### config.mk
export PLATFORM = sky130hd
export DESIGN_NAME = timestamp_generator_multi
export DESIGN_NICKNAME = d
export VERILOG_FILES = /design/src/rtl/timestamp_generator_multi.sv
export SDC_FILE = /design/constraint.sdc
export NUM_CORES = 1
export LEC_CHECK = 0
export BUFFER_PORTS_ARGS = -buffer_cell sky130_fd_sc_hd__buf_4
export CAP_MARGIN = 20
export CORE_MARGIN = 2
export CORE_UTILIZATION = 45
export CTS_CLUSTER_DIAMETER = 80
export CTS_CLUSTER_SIZE = 10
export DETAILED_ROUTE_END_ITERATION = 6
export PLACE_DENSITY = 0.69
export RECOVER_POWER = 50
export SYNTH_ARGS = -nofsm -noshare
export SYNTH_HDL_FRONTEND = slang
export SYNTH_HIERARCHICAL = 1
export SYNTH_SLANG_ARGS = --single-unit
### constraint.sdc
create_clock -name clk -period 4.2 [get_ports clk]
set_input_delay 0.84 -clock clk [delete_from_list [all_inputs] [get_ports clk]]
set_output_delay 0.84 -clock clk [all_outputs]
set_load 0.01 [all_outputs]
### src/rtl/timestamp_generator_multi.sv
// Prescaled free-running timestamp counter with per-channel single-slot event capture.
// Define TIMESTAMP_GENERATOR_GRAY_EN to add a registered Gray-coded copy of the timestamp.

module ts_cap_lane #(
    parameter int TS_WIDTH = 64
) (
    input  logic                clk,
    input  logic                reset,
    input  logic [TS_WIDTH-1:0] ts,
    input  logic                ev,
    input  logic                ready,
    input  logic                ovf_clr,
    output logic                valid,
    output logic [TS_WIDTH-1:0] cap,
    output logic                ovf
);
    logic take;
    logic drop;

    // Slot accepts a new capture if empty or being drained this cycle.
    assign take = ev && (!valid || ready);
    assign drop = ev && valid && !ready;

    always_ff @(posedge clk) begin
        if (reset) begin
            valid <= 1'b0;
            cap   <= '0;
            ovf   <= 1'b0;
        end else begin
            if (take) begin
                cap   <= ts;
                valid <= 1'b1;
            end else if (valid && ready) begin
                valid <= 1'b0;
            end
            if (drop)
                ovf <= 1'b1;
            else if (ovf_clr)
                ovf <= 1'b0;
        end
    end
endmodule

module timestamp_generator_multi #(
    parameter int TS_WIDTH       = 64,
    parameter int PRESCALE_WIDTH = 16,
    parameter int NUM_CH         = 4
) (
    input  logic                         clk,
    input  logic                         reset,
    input  logic                         run,
    input  logic [PRESCALE_WIDTH-1:0]    prescale,
    input  logic                         load,
    input  logic [TS_WIDTH-1:0]          load_value,
    output logic [TS_WIDTH-1:0]          timestamp,
    output logic                         tick,
    output logic                         wrap,
    input  logic [NUM_CH-1:0]            ch_event,
    output logic [NUM_CH-1:0]            cap_valid,
    input  logic [NUM_CH-1:0]            cap_ready,
    output logic [NUM_CH*TS_WIDTH-1:0]   cap_ts,
    output logic [NUM_CH-1:0]            cap_overflow,
`ifdef TIMESTAMP_GENERATOR_GRAY_EN
    output logic [TS_WIDTH-1:0]          timestamp_gray,
`endif
    input  logic                         overflow_clear
);
    logic [PRESCALE_WIDTH-1:0] pc, pc_nxt;
    logic [TS_WIDTH-1:0]       ts_nxt;
    logic                      tick_nxt, wrap_nxt;

    // >= rather than == so a prescale shrunk below pc rolls over at once.
    always_comb begin
        pc_nxt   = pc;
        ts_nxt   = timestamp;
        tick_nxt = 1'b0;
        wrap_nxt = 1'b0;
        if (load) begin
            pc_nxt = '0;
            ts_nxt = load_value;
        end else if (run) begin
            if (pc >= prescale) begin
                pc_nxt   = '0;
                ts_nxt   = timestamp + TS_WIDTH'(1);
                tick_nxt = 1'b1;
                wrap_nxt = &timestamp;
            end else begin
                pc_nxt = pc + PRESCALE_WIDTH'(1);
            end
        end
    end

    always_ff @(posedge clk) begin
        if (reset) begin
            pc        <= '0;
            timestamp <= '0;
            tick      <= 1'b0;
            wrap      <= 1'b0;
        end else begin
            pc        <= pc_nxt;
            timestamp <= ts_nxt;
            tick      <= tick_nxt;
            wrap      <= wrap_nxt;
        end
    end

`ifdef TIMESTAMP_GENERATOR_GRAY_EN
    always_ff @(posedge clk) begin
        if (reset)
            timestamp_gray <= '0;
        else
            timestamp_gray <= ts_nxt ^ (ts_nxt >> 1);
    end
`endif

    for (genvar i = 0; i < NUM_CH; i++) begin : g_ch
        ts_cap_lane #(.TS_WIDTH(TS_WIDTH)) u_lane (
            .clk     (clk),
            .reset   (reset),
            .ts      (timestamp),
            .ev      (ch_event[i]),
            .ready   (cap_ready[i]),
            .ovf_clr (overflow_clear),
            .valid   (cap_valid[i]),
            .cap     (cap_ts[i*TS_WIDTH +: TS_WIDTH]),
            .ovf     (cap_overflow[i])
        );
    end
endmodule

# Yosys cells after proc, flatten, opt, wreduce, memory -nomap -nowiden
# Cells that the tools add are included.
# W data, S select, Z words.
# op_classes
addsub	2
multipliers	0
div_mod_pow	0
order_cmp	1
eq_ne	0
shift	0
mux	18
bitwise	2
reduce_logical	43
# ops
operator	n
$mux W64	3
$add A64 B1 Y64 const B	1
$reduce_and A64 Y1	1
$reduce_bool A2 Y1	10
$add A16 B1 Y16 const B	1
$ge A16 B16 Y1	1
$logic_and A1 B1 Y1	16
$mux W16	1
$mux W1	14
$logic_not A1 Y1	8
$logic_or A1 B1 Y1	4
$reduce_or A4 Y1	1
$reduce_or A3 Y1	1
$not A1 Y1	2
$reduce_and A2 Y1	1
$reduce_or A2 Y1	1
# word_totals
ff_bits	346
latch_bits	0
ramBits	0
mem_bits_ro	0
input_bits	93
output_inout_bits	330
elab_cells	82
mem_count	0

# Logic depth before layout (Yosys ltp)
# Gate-level depths: netlist (run 1).
# depth
word_depth	4
mapped_depth	11
mapped_depth_nobuf	8

# Hierarchy
# The synthesis (run 1) kept the hierarchy.
# by_module_without_submodules
mod	n_inst	cells_each	area_each_um2	seq_area_each_um2
ts_cap_lane	4	286	3006.6	1321.3
timestamp_generator_multi	1	692	5416.4	1641.6

# Worst setup path before layout (run 1)
# No wires, ideal clock.
# synth_timing
path_kind	in2reg
from	in prescale[0]
to	reg timestamp[9]
setup_time_ps	91
t_arrival_ps	2751
setup_slack_ps	1358
cell_stages	8
path_buffers	1
cell_sequence	ha_1 > nand2b_1 > a2111o_1 > a31oi_4 > buf_2 > a31oi_1 > a31o_2 > a311oi_1
# synth_via
elab_chain_len	3
# synth_rtl
element	line_no	text
start: declaration	52	input logic [PRESCALE_WIDTH-1:0] prescale,
$ge A16 B16 Y1	82	if (pc >= prescale) begin
$reduce_bool A2 Y1 (no line)	n/a	
$reduce_and A2 Y1 (no line)	n/a	
end signal: assignment	101	timestamp <= ts_nxt;
end: declaration	55	output logic [TS_WIDTH-1:0] timestamp,
# Every way passes these cells.
# A chain may end at the register's enable or synchronous reset.

# Final worst setup path (run 1)
# layout_timing
from	reg g_ch[2].u_lane.valid
to	reg g_ch[2].u_lane.cap[32]
# layout_via
elab_chain_len	3
# layout_rtl
element	line_no	text
start: declaration	13	output logic valid,
start signal: assignment	26	valid <= 1'b0;
start signal: assignment	32	valid <= 1'b1;
start signal: assignment	34	valid <= 1'b0;
$logic_not A1 Y1	21	assign take = ev && (!valid || ready);
$logic_or A1 B1 Y1	21	
$logic_and A1 B1 Y1	21	
end signal: assignment	31	cap <= ts;
end: declaration	14	output logic [TS_WIDTH-1:0] cap,
# Every way passes these cells.

==> metrics, run 1 <==
crit path cell chain=nor2b_1, nor2b_1, clkbuf_1, mux2i_1; Crit path buffers/inverters=1; Max Fanout on Critical Path=35; Post-CTS Resized=0; worst hold-check path type=register to register; Routed Wire Length=51900 um; Hold Path Stages=2; IO buf count=422; Fin Hold WS=0.471 ns; Post-synth ARST share=0; Arrival @ worst endpoint=3.57 ns; Fin. Hold Viols=0; most frequent cells in the layout=516 x nand2b_1, 346 x dfxtp_1, 260 x mux2i_1, 260 x buf_4, 191 x clkbuf_1; Vias/cell=5.30; Area Growth Syn to Fin=19.7%; PD cells=366 nW/um2; DP HPWL=35900 um; fin crit share=0.779; Detail Route Antenna Nets=0; R2R depth=4; RD Place Congestion=0.867; Cell Area, Synth=17400 um2; clock slew at reported path FFs=0.05 ns; row count=72; clock latency on the worst-skew pair=0.55 ns; Setup crit end kind=register; CTS Buffer Depth=3; cell family with most CP delay=buffers and inverters; critical path depth=4; Slew Limit Fails=161; Mapped Cells=1836; area of the die=40400 um2; leading area contributor after synthesis=dfxtp_1; run status=finished with violations; final core utilization=0.543; Inst Count DP=2679; CTS tree=yes; Fillers=3690; Worst Hold Launch=g_ch[3].u_lane/cap[52]; DP Area=20600 um2; Die Span Y=201 um; r2r setup slk=0.93 ns; Cell variety after synth=65; Core Region=38500 um2; number of global-route vias before repair=13800; Synth area leaders=dfxtp_1 40%, nand2b_1 19%, mux2i_1 15%; global-route wire length before repair=80400 um; CP startpoint kind=register; WP data required=4.50 ns; Iter 0 DRT Violations=880; final non-filler cell total=2723; total gr overflow=0; reg2reg start=g_ch[2].u_lane/valid; grt met1 use=0.323; count of boundary I/O pins=423; initial antenna violation count=4; slowest stage delay, CP=2.05 ns; pin count of the biggest net entering global routing=247; Total Routing Usage GR=0.249; post-CTS setup buffers=0; root buf cell=clkbuf_16; setup TNS=0 ns; most common cell after layout, fill and taps aside=nand2b_1; htree depth=2; RR Endpoint=g_ch[2].u_lane/cap[32]; Die W=201 um; final worst path period need=3.27 ns; total CTS buffers=40; met2 Use GR=0.410; share of cells above drive strength 1=0.152; detailed-route wire length per cell=19.1 um; post-route DRC violation count=0; clk sinks=346; Syn Nets=1947; FMAX=306 MHz; Synth top area share=0.397; P_leak=8.10 nW; Critical Path Slowest Stage Cell=clkbuf_1; flip-flop and latch count after synthesis=346; GR Layer Usage met3=0.0617; Post-layout nets=2314; failing checks=max-capacitance violations, max-slew violations; final setup vio count=0; RSZ-0062 raised after global routing=false; WS Path Type=register to register; EDFF count, synth=0; Vias=14400; hold bufs inserted after CTS=0; maxcap violations=5; Seq/Total Area, Yosys=0.397; Syn. warnings=6; gr busiest metal=met2; fin area=20900 um2; Fin Clk Skew=0.0122 ns; Worst slew margin=-0.935; VDD IR max=227 uV; syn_area_per_cell=9.50 um2; most frequent CP cell=nor2b_1; Hold EP=g_ch[3].u_lane/cap[52]; DRT Pass-1 Iters=5; dominant synthesized flop cell=dfxtp_1; Starting Density=0.453; worst slew pin tran=2.90 ns
[layer usage]
metal / share of wire / routed length, um
met2: 0.47 / 24500
met1: 0.44 / 22600
met4: 0.023 / 1200
met5: 0.00075 / 39
met3: 0.068 / 3530
[cells by family (layout without fill, tap and decap cells)]
group,after synthesis,count (layout),share of synthesized area
and+or+nand+nor,885,885,0.301
xor gates and xnor gates,30,30,0.0151
DFF,346,346,0.397
muxes,260,260,0.149
AOI/OAI and AO/OA,133,133,0.0620
other,0,1,0
adders and majority gates,18,18,0.0129
buffers and inverters,164,532,0.0628
[final cells by class]
cell class              instances  area (um2)  share of cell area
multi-input cells            1326        9380               0.450
well taps                     518         648              0.0310
diodes                          1        2.50            0.000120
repair buffers                457        2740               0.131
clock buffers                  43        1050              0.0505
inverters                      32         120             0.00575
flip-flops and latches        346        6930               0.332
[worst max path at each step]
stage | to | slack, ns | start
after floorplan | timestamp[9] | 1.36 | prescale[0]
after CTS | timestamp[59] | 1.08 | timestamp[21]
after global placement | timestamp[14] | 0.80 | prescale[0]
after global routing | g_ch[2].u_lane/cap[31] | 0.71 | g_ch[2].u_lane/valid
after detailed placement | timestamp[14] | 0.74 | prescale[0]
final | g_ch[2].u_lane/cap[32] | 0.93 | g_ch[2].u_lane/valid
[tightest hold or removal path, delay by kind of cell (launching register included)]
family / cells / cell delay (ns)
DFF: 1 / 0.30
and+or+nand+nor: 1 / 0.06
muxes: 1 / 0.06
[sequential cells by signal (all words and copies together), names as in the netlist]
| register | count |
|---|---|
| g_ch.u_lane/cap | 256 |
| timestamp | 64 |
| pc | 16 |
| g_ch.u_lane/ovf | 4 |
| g_ch.u_lane/valid | 4 |
| tick | 1 |
| wrap | 1 |
[where the power goes]
part           switching (mW)  leakage (nW)  internal, mW
registers               0.175          2.83          3.44
logic                   0.497          4.76         0.474
clock network            1.31         0.520          1.75
total                    1.98          8.10          5.66
[synthesized netlist by cell type (all sizes together) (3+ instances only)]
cell	count
nor3b	9
nand2b	517
dfxtp	346
nor3	20
mux2i	260
inv	31
xnor2	23
or4	9
a21oi	12
a2111oi	14
o31ai	5
a211oi	26
nand3b	3
buf	45
nor4b	3
xor2	7
a31oi	8
and3	18
a311oi	30
o311ai	3
nand4	40
ha	18
and2	7
and4	11
nor4	11
o211ai	7
nor2b	14
clkbuf	87
nor2	104
nand2	61
a311o	7
a22oi	3
o21ai	5
nand3	50
[through the flow]
stage	setup WS, ns	total power, mW
5_1_grt	0.708	7.96
3_3_place_gp	0.800	4.69
2_1_floorplan	1.36	4.28
3_5_place_dp	0.740	4.71
6_report	0.930	7.64
4_1_cts	1.08	7.79
Note: power is estimated with default switching activity, not from simulation.
==> run 2: changes to the inputs <==
==> constraint.sdc (replaced) <==
create_clock -name clk -period 3.3 [get_ports clk]
set_input_delay 0.66 -clock clk [delete_from_list [all_inputs] [get_ports clk]]
set_output_delay 0.66 -clock clk [all_outputs]
set_load 0.01 [all_outputs]
==> metrics, run 2 (same netlist as run 1, synthesis figures left out) <==
count of boundary I/O pins=423 (unchanged); DRT Pass-1 Iters=5 (unchanged); DP HPWL=36600 um (+2.0%); Setup crit end kind=register; Die W=201 um (unchanged); initial antenna violation count=4 (unchanged); Vias=14700 (+1.9%); Fin. Hold Viols=0 (unchanged); most common cell after layout, fill and taps aside=nand2b_1; grt met1 use=0.320 (-0.00293); PD cells=453 nW/um2 (+24%); DP Area=20900 um2 (+1.6%); RR Endpoint=g_ch[0].u_lane/cap[19]; root buf cell=clkbuf_16; worst hold-check path type=input pin to register; global-route wire length before repair=81600 um (+1.4%); final non-filler cell total=2766 (+1.6%); worst slew pin tran=2.35 ns (-0.552 ns); CP startpoint kind=register; Reg area=6930 um2 (unchanged); Iter 0 DRT Violations=917 (+4.2%); Fin Hold WS=0.318 ns (-0.153 ns); CTS tree=yes; Net Sw Frac=0.258 (-0.00168); most frequent cells in the layout=516 x nand2b_1, 396 x buf_4, 346 x dfxtp_1; Slew Limit Fails=300 (+86%); fin area=21500 um2 (+3.1%); r2r setup slk=0.52 ns (-0.41 ns); R2R depth=4 (unchanged); cell internal pwr=7.24 mW (+28%); Max Fanout on Critical Path=64 (+83%); clock slew at reported path FFs=0.06 ns (about the same); GR Layer Usage met3=0.0631 (+0.00146); WS Path Type=register to register; post-CTS setup buffers=0 (unchanged); post-place setup slack=0.255 ns (-0.485 ns); fin crit share=0.843 (+0.0643); Top Registers=g_ch.u_lane/cap: 256 flops, timestamp: 64 flops, pc: 16 flops; RD Place Congestion=0.846 (-2.4%); Detail Route Antenna Nets=0 (unchanged); setup TNS=0 ns (unchanged); detailed-route wire length per cell=18.8 um (-1.2%); Worst Hold Launch=load_value[11]; max FFs per register=256 (unchanged); post-route DRC violation count=0 (unchanged); WP data required=3.63 ns (-0.87 ns); IO buf count=422 (unchanged); gr busiest metal=met2; P_leak=8.72 nW (+7.6%); total CTS buffers=40 (unchanged); run status=finished with violations; total gr overflow=0 (unchanged); Fin Clk Skew=0.0150 ns (+0.00284 ns); Vias/cell=5.31 (+0.31%); maxcap violations=2 (-3); Clk pwr share=0.393 (-0.007); Arrival @ worst endpoint=3.11 ns (-0.46 ns); reg2reg start=g_ch[0].u_lane/valid; row count=72 (unchanged); Hold Path Stages=2 (unchanged); Tot Pwr=9.75 mW (+28%); Inst Count DP=2720 (+1.5%); VDD IR max=327 uV (+44%); final worst path period need=2.78 ns (-0.489 ns); Fillers=3581 (-3.0%); met2 Use GR=0.421 (+0.0112); multi-input logic area=9400 um2 (+0.16%); area of the die=40400 um2 (unchanged); Core Region=38500 um2 (unchanged); Total Routing Usage GR=0.251 (+0.00248); share of cells above drive strength 1=0.213 (+0.0605); Hold EP=timestamp[11]; hold bufs inserted after CTS=0 (unchanged); htree depth=2 (unchanged); Post-layout nets=2355 (+1.8%); clk sinks=346 (unchanged); failing checks=max-capacitance violations, max-slew violations; Worst slew margin=-0.567 (+0.368); Reg with most FFs=g_ch.u_lane/cap; final setup vio count=0 (unchanged); Die Span Y=201 um (unchanged); Logic pwr share=0.142 (+0.015); Seq pwr share=0.464 (-0.009); Area Growth Syn to Fin=23.4%; final worst slack=0.519 ns (-0.411 ns); Starting Density=0.453 (unchanged); Routed Wire Length=52100 um (+0.41%); switching pwr=2.51 mW (+27%); clock latency on the worst-skew pair=0.55 ns (about the same); CTS Buffer Depth=3 (unchanged); pin count of the biggest net entering global routing=206 (-17%); FMAX=360 MHz (+18%); Post-CTS Resized=0 (unchanged); number of global-route vias before repair=14400 (+4.6%); RSZ-0062 raised after global routing=false; final core utilization=0.560 (+0.0170)
run 2: changes by cell type in the layout (fill, tap and decap cells not counted), moves of 2 or more:
cell      delta
clkbuf_1    -99
clkbuf_8     -2
clkbuf_4     +3
buf_4      +136
nor2b_4      +2
nor2b_1      -2
clkbuf_2     +3
diode_2      +2
run 2: routing by layer:
layer,vias to the layer above,routed length (um)
met5,-,8
met1,7090,22600
met4,2,1200
met2,454,24900
met3,68,3400
li1,7078,-
run 2: worst max-delay path by stage:
stage	startpoint	end	slack, ns	cells past startpoint
global placement	prescale[0]	pc[4]	0.31	9
floorplan	prescale[0]	timestamp[9]	0.64	8
finish	g_ch[0].u_lane/valid	g_ch[0].u_lane/cap[19]	0.52	4
global route	reset	g_ch[0].u_lane/cap[35]	0.26	4
detailed placement	prescale[15]	timestamp[16]	0.26	10
CTS	pc[0]	timestamp[46]	0.56	9
run 2: power by group through the flow:
stage / clock network (mW) / logic [mW] / registers [mW]
floorplan: 0 / 0.717 / 4.72
global placement: 0 / 1.40 / 4.61
detailed placement: 0 / 1.43 / 4.61
CTS: 3.95 / 1.43 / 4.53
global route: 4.09 / 1.51 / 4.55
finish: 3.83 / 1.39 / 4.53
run 2: critical path, stage by stage, from the launching register on:
cell	delay (ns)
dfxtp_1	0.31
nor2b_1	0.18
nor2b_4	0.10
buf_2	1.67
mux2i_1	0.24
run 2: layout make-up:
cell class / count / share of cell area
antenna: 3 / 0.000349
clock buffer: 42 / 0.0478
clock inverter: 1 / 0.000232
inverter: 32 / 0.00558
multi-input combinational: 1326 / 0.437
sequential: 346 / 0.322
tap: 518 / 0.0301
timing repair buffer: 498 / 0.158
